--- src/rtl/exe_mem_req_if.sv ---
// Data-SRAM request/response channel between the EXE request unit and memory.
// The EXE unit is the master; the SRAM side (or a bench model) is the slave.
interface exe_mem_req_if;
  logic        req;
  logic        wr;
  logic [1:0]  size;
  logic [3:0]  wstrb;
  logic [31:0] addr;
  logic [31:0] wdata;
  logic        addr_ok;
  logic        data_ok;

  modport master (
    output req, wr, size, wstrb, addr, wdata,
    input  addr_ok, data_ok
  );

  modport slave (
    input  req, wr, size, wstrb, addr, wdata,
    output addr_ok, data_ok
  );
endinterface

--- src/rtl/exe_mem_req.sv ---
// EXE-stage data-memory request unit: issues loads/stores, flags misalignment,
// counts in-flight requests and hides responses that belong to flushed work.
module exe_mem_req #(
  parameter int MAX_OUTSTANDING = 2,
  parameter int CNT_W           = 2
) (
  input  logic                clk,
  input  logic                reset,
  input  logic                es_valid,
  input  logic                es_mem_re,
  input  logic                es_mem_we,
  input  logic [1:0]          es_size,
  input  logic [31:0]         es_addr,
  input  logic [31:0]         es_st_data,
  input  logic                es_has_ex,
  input  logic                ms_block,
  input  logic                ms_allowin,
  input  logic                flush,
  output logic                es_ready_go,
  output logic                es_ale,
  output logic                es_mem_issued,
  exe_mem_req_if.master       dsram,
  output logic                ms_data_ok
);

  localparam logic [0:0] IDLE = 1'b0;
  localparam logic [0:0] ACC  = 1'b1;

  logic [0:0]       state_q, state_d;
  logic [CNT_W-1:0] outstanding_q, outstanding_d;
  logic [CNT_W-1:0] discard_q, discard_d;

  logic memOp;
  logic misaligned;
  logic aleRaw;
  logic canIssue;
  logic reqInt;
  logic accept;

  always_comb begin
    memOp = es_valid & (es_mem_re | es_mem_we);
    case (es_size)
      2'b01:   misaligned = es_addr[0];
      2'b10:   misaligned = (es_addr[1:0] != 2'b00);
      default: misaligned = 1'b0;
    endcase
    aleRaw   = memOp & misaligned;
    // Older flushed responses must drain before a younger request may go out.
    canIssue = memOp & ~es_has_ex & ~aleRaw & ~ms_block & ~flush
             & (discard_q == '0)
             & (outstanding_q < CNT_W'(MAX_OUTSTANDING));
    reqInt   = ~reset & (state_q == IDLE) & canIssue;
    accept   = reqInt & dsram.addr_ok;
  end

  always_comb begin
    dsram.req   = reqInt;
    dsram.wr    = es_mem_we;
    dsram.size  = es_size;
    dsram.addr  = es_addr;
    case (es_size)
      2'b00: begin
        dsram.wstrb = 4'b0001 << es_addr[1:0];
        dsram.wdata = {4{es_st_data[7:0]}};
      end
      2'b01: begin
        dsram.wstrb = es_addr[1] ? 4'b1100 : 4'b0011;
        dsram.wdata = {2{es_st_data[15:0]}};
      end
      default: begin
        dsram.wstrb = 4'b1111;
        dsram.wdata = es_st_data;
      end
    endcase
    if (!es_mem_we) begin
      dsram.wstrb = 4'b0000;
    end
  end

  always_comb begin
    es_ale        = ~reset & aleRaw;
    es_ready_go   = ~memOp | es_has_ex | aleRaw | flush | (state_q == ACC) | accept;
    es_mem_issued = ~reset & ((state_q == ACC) | accept);
    ms_data_ok    = ~reset & dsram.data_ok & (discard_q == '0);
  end

  always_comb begin
    outstanding_d = outstanding_q
                  + {{(CNT_W-1){1'b0}}, accept}
                  - {{(CNT_W-1){1'b0}}, dsram.data_ok};
    discard_d = discard_q;
    state_d   = state_q;
    // A flush turns every in-flight response into one to be discarded.
    if (flush) begin
      discard_d = outstanding_d;
      state_d   = IDLE;
    end else begin
      if ((discard_q != '0) && dsram.data_ok) begin
        discard_d = discard_q - 1'b1;
      end
      case (state_q)
        IDLE:    if (accept && !ms_allowin) state_d = ACC;
        ACC:     if (ms_allowin) state_d = IDLE;
        default: state_d = IDLE;
      endcase
    end
  end

  always_ff @(posedge clk) begin
    if (reset) begin
      state_q       <= IDLE;
      outstanding_q <= '0;
      discard_q     <= '0;
    end else begin
      state_q       <= state_d;
      outstanding_q <= outstanding_d;
      discard_q     <= discard_d;
    end
  end

endmodule
--- src/flat_wrapper.sv ---
// flat-port wrapper written by rule: the top's interface ports become plain ports
module exe_mem_req_flat 
#(
  parameter int MAX_OUTSTANDING = 2,
  parameter int CNT_W           = 2
)
  (clk, reset, es_valid, es_mem_re, es_mem_we, es_size, es_addr, es_st_data, es_has_ex, ms_block, ms_allowin, flush, es_ready_go, es_ale, es_mem_issued, ms_data_ok, dsram_req, dsram_wr, dsram_size, dsram_wstrb, dsram_addr, dsram_wdata, dsram_addr_ok, dsram_data_ok);
  exe_mem_req_if dsram_i ();
  input  logic clk;
  input  logic reset;
  input  logic es_valid;
  input  logic es_mem_re;
  input  logic es_mem_we;
  input  logic [1:0] es_size;
  input  logic [31:0] es_addr;
  input  logic [31:0] es_st_data;
  input  logic es_has_ex;
  input  logic ms_block;
  input  logic ms_allowin;
  input  logic flush;
  output logic es_ready_go;
  output logic es_ale;
  output logic es_mem_issued;
  output logic ms_data_ok;
  output wire logic [$bits(dsram_i.req)-1:0] dsram_req;
  output wire logic [$bits(dsram_i.wr)-1:0] dsram_wr;
  output wire logic [$bits(dsram_i.size)-1:0] dsram_size;
  output wire logic [$bits(dsram_i.wstrb)-1:0] dsram_wstrb;
  output wire logic [$bits(dsram_i.addr)-1:0] dsram_addr;
  output wire logic [$bits(dsram_i.wdata)-1:0] dsram_wdata;
  input wire logic [$bits(dsram_i.addr_ok)-1:0] dsram_addr_ok;
  input wire logic [$bits(dsram_i.data_ok)-1:0] dsram_data_ok;
  assign dsram_req = dsram_i.req;
  assign dsram_wr = dsram_i.wr;
  assign dsram_size = dsram_i.size;
  assign dsram_wstrb = dsram_i.wstrb;
  assign dsram_addr = dsram_i.addr;
  assign dsram_wdata = dsram_i.wdata;
  assign dsram_i.addr_ok = dsram_addr_ok;
  assign dsram_i.data_ok = dsram_data_ok;
  exe_mem_req #(.MAX_OUTSTANDING(MAX_OUTSTANDING), .CNT_W(CNT_W)) u_core (.clk(clk), .reset(reset), .es_valid(es_valid), .es_mem_re(es_mem_re), .es_mem_we(es_mem_we), .es_size(es_size), .es_addr(es_addr), .es_st_data(es_st_data), .es_has_ex(es_has_ex), .ms_block(ms_block), .ms_allowin(ms_allowin), .flush(flush), .es_ready_go(es_ready_go), .es_ale(es_ale), .es_mem_issued(es_mem_issued), .dsram(dsram_i), .ms_data_ok(ms_data_ok));
endmodule
--- config.mk ---
export PLATFORM = sky130hd
export DESIGN_NAME = exe_mem_req_flat
export DESIGN_NICKNAME = d
export VERILOG_FILES = /design/src/rtl/exe_mem_req_if.sv /design/src/rtl/exe_mem_req.sv /design/src/flat_wrapper.sv
export SDC_FILE = /design/constraint.sdc
export NUM_CORES = 1
export LEC_CHECK = 0
export BUFFER_PORTS_ARGS = -buffer_cell sky130_fd_sc_hd__buf_2
export CAP_MARGIN = 5
export CORE_MARGIN = 1.5
export CORE_UTILIZATION = 30
export DETAILED_ROUTE_END_ITERATION = 8
export PLACE_DENSITY = 0.87
export SLEW_MARGIN = 20
export SYNTH_ARGS = -nofsm -noshare
export SYNTH_HDL_FRONTEND = slang
export SYNTH_SLANG_ARGS = --single-unit
--- constraint.sdc ---
create_clock -name clk -period 3.15 [get_ports clk]
set_input_delay 0.4725 -clock clk [delete_from_list [all_inputs] [get_ports clk]]
set_output_delay 0.4725 -clock clk [all_outputs]
set_load 0.02 [all_outputs]
==> impl_metrics.tcl <==
set metrics [dict create \
    ir_drop_mv 0.1749 \
    globalRouteOverflowTotal 0 \
    synth_nets 232 \
    hold_violations 0 \
    drc 0 \
    cts_buffers 3 \
    cts_buffer_depth 2 \
    die_h_um 63.31 \
    routed-wl-met2_um 1322 \
    tightestPinTransition_ns 0.4150 \
    fin_skew_ns 0.003097 \
    first_pass_iters 4 \
    gp_congestion 0.7139 \
    io_buffers 92 \
    cts.sinks 5 \
    crit_type "in2out" \
    io_pins 153 \
    ff2ff_setup_slack_ns 0.95 \
    p_comb_share_pct 61.4 \
    slew_violations 0 \
    synth_area_um2 1091 \
    wl_per_cell_um 11.21 \
    layout_min_cycle_time_ns 2.545 \
    placedCellCount 239 \
    met1Wirelength_um 1063 \
    drv_cap 0 \
    fmax_ghz 0.3929 \
    r2r_cells 10 \
    relSlewSlack_pct 71.94 \
    wl_met3_um 299 \
    yosysTopAreaCell "buf_4" \
    synth_edf_count 0 \
    hp-class "in2reg" \
    whs_path_depth 3 \
    clockPowerShare_pct 19.2 \
    p_per_area_nw_per_um2 293.9 \
    cp.required_ns 2.68 \
    grtUsageTotal_pct 12.29 \
    synth-async-reset-ratio_pct 0 \
    fin_crit_sh_pct 80.79 \
    holdBufCountCts 0 \
    worstSkewPairLatency_ns 0.24 \
    synth-main-ff-cell "dfxtp_1" \
    die_area_um2 4008 \
    grt_pass1_vias 980 \
    yosys_warnings 0 \
    initial_utilization_pct 31.94 \
    nets 281 \
    antenna_found_initial 0 \
    endpoint_kind "output port" \
    mostFrequentLayoutCell "buf_2" \
    postCtsSetupBuffers 0 \
    seq_power_share_pct 19.4 \
    cts-resized-gates 0 \
    switching_share_pct 42.99 \
    stdcell_count 243 \
    drtIter0Drc 37 \
    ys_seq_elements 5 \
    grt_setup_unrepaired "no" \
    die_x_um 63.31 \
    h-tree-depth 1 \
    vias 1130 \
    postSynthAreaPerCell_um2 7.322 \
    r2r_start "u_core.discard_q[0]$_SDFFE_PP0P_" \
    root_buffer "clkbuf_4" \
    status "finished, final reports clean" \
    grt_first_pass_wirelength_um 4077 \
    p_int_mw 0.2176 \
    ys_types 28 \
    clk_pin_slew_worst_paths_ns 0.04 \
    min_from "ms_allowin" \
    highest_layer "met4" \
    r2r_end "u_core.discard_q[1]$_SDFFE_PP0P_" \
    fin_tns_setup_ns 0 \
    fillers 362 \
    synthToLayoutAreaGrowth_pct 19.04 \
    most-common-layout-cells "buf_2 (92), nand2_1 (20), a22o_1 (9)" \
    rows 21 \
    dp_hpwl_um 2323 \
    yosysSeqAreaShare_pct 9.174 \
    finalSetupViolCount 0 \
    grt_max_degree 18 \
    n_antenna_cell 0 \
    drive_above_1_share_pct 54.82 \
    ant_nets 0 \
    hold-path-endpoint "u_core.state_q$_SDFF_PP0_" \
    cp-start-kind "input pin" \
    crit_arrival_ns 2.07 \
    switchingPower_mw 0.1641 \
    netlist_top_cells_area "buf_4 (30%), dfxtp_1 (9.2%), mux2_2 (8.3%), a22o_1 (7.2%), ha_1 (6.9%)" \
    vias_per_cell 4.650 \
    synth_top_cell_area_share_pct 29.59 \
    finalWirelength_um 2725 \
    syn_inst 149 \
    core_um2 3416 \
    path_max_fanout 16 \
    tritoncts "built" \
    power_leakage_nw 0.7474 \
]
[power by group through the flow]
stage | Sequential [mW] | Clock, mW | Combinational (mW)
floorplan | 0.0747 | 0 | 0.214
global placement | 0.0750 | 0 | 0.231
detailed placement | 0.0755 | 0 | 0.236
CTS | 0.0743 | 0.0762 | 0.237
global route | 0.0745 | 0.0790 | 0.255
finish | 0.0742 | 0.0733 | 0.234
[logic make-up after synthesis]
| logic type | count (synthesis) | synth area share [%] |
|---|---|---|
| buf+inv | 57 | 34.63 |
| fa+ha+maj | 6 | 6.881 |
| simple gates | 42 | 18.69 |
| xor+xnor | 3 | 2.409 |
| compound gates | 27 | 19.04 |
| mux | 9 | 9.175 |
| flops | 5 | 9.175 |
[cells in the mapped netlist, types with 2 or more instances]
library cell and instances:
a22oi_1 8, dfxtp_1 5, mux2_2 8, a21oi_1 2, clkbuf_1 5, nand2b_1 4, a22o_1 9, xnor2_1 2
ha_1 6, o21ai_0 2, nor2b_1 4, nand2_1 20, inv_1 7, o21a_1 3, buf_4 43, buf_2 2
nor2_1 8
[flip-flops by register name (all words and copies together), names as in the netlist]
| name | cells |
|---|---|
| u_core.outstanding_q | 2 |
| u_core.state_q | 1 |
| u_core.discard_q | 2 |
[worst max path at each step]
stage,from,end,slack (ns),cells after the start
after detailed placement,es_size[1],u_core.discard_q[1]$_SDFFE_PP0P_,0.57,11
after global routing,es_size[1],dsram_wdata[19],0.50,7
after CTS,es_size[1],dsram_wdata[19],0.60,7
final,es_size[1],dsram_wdata[19],0.61,7
after global placement,es_size[1],u_core.discard_q[1]$_SDFFE_PP0P_,0.62,11
after floorplan,reset,u_core.discard_q[1]$_SDFFE_PP0P_,1.08,9
[metal layers]
metal,global-route usage (%),up-vias
met2,23.27,71
met1,12.99,497
met3,3.036,10
met5,0,-
li1,-,552
met4,4.620,0
[stage by stage]
stage / setup WS (ns) / utilization (%) / hold slack, ns / instance area [um2] / power, mW
after floorplan: 1.075 / - / 0.4645 / 1091 / 0.2886
after global placement: 0.6209 / 37.25 / 0.4794 / 1272 / 0.3062
after detailed placement: 0.5734 / 37.25 / 0.4861 / 1272 / 0.3115
after CTS: 0.5970 / 38.02 / 0.4834 / 1299 / 0.3872
after global routing: 0.5047 / 38.02 / 0.4973 / 1299 / 0.4084
final: 0.6051 / 38.02 / 0.4839 / 1299 / 0.3817
[final cells by class]
cell class                 count  area, um2  share of cell area [%]
multi-input combinational     87      613.1                   47.21
inverter                       7      26.28                   2.023
tap                           46      57.56                   4.432
clock buffer                   4      26.28                   2.023
sequential                     5      100.1                   7.707
timing repair buffer          94      475.5                   36.61
[worst max-delay path: stages]
cell and delay, ns:
buf_2 0.10, inv_1 0.06, ha_1 0.32, nor2_1 0.30
buf_4 0.29, mux2_2 0.36, buf_2 0.16
Power figures use the tool's default switching activity.
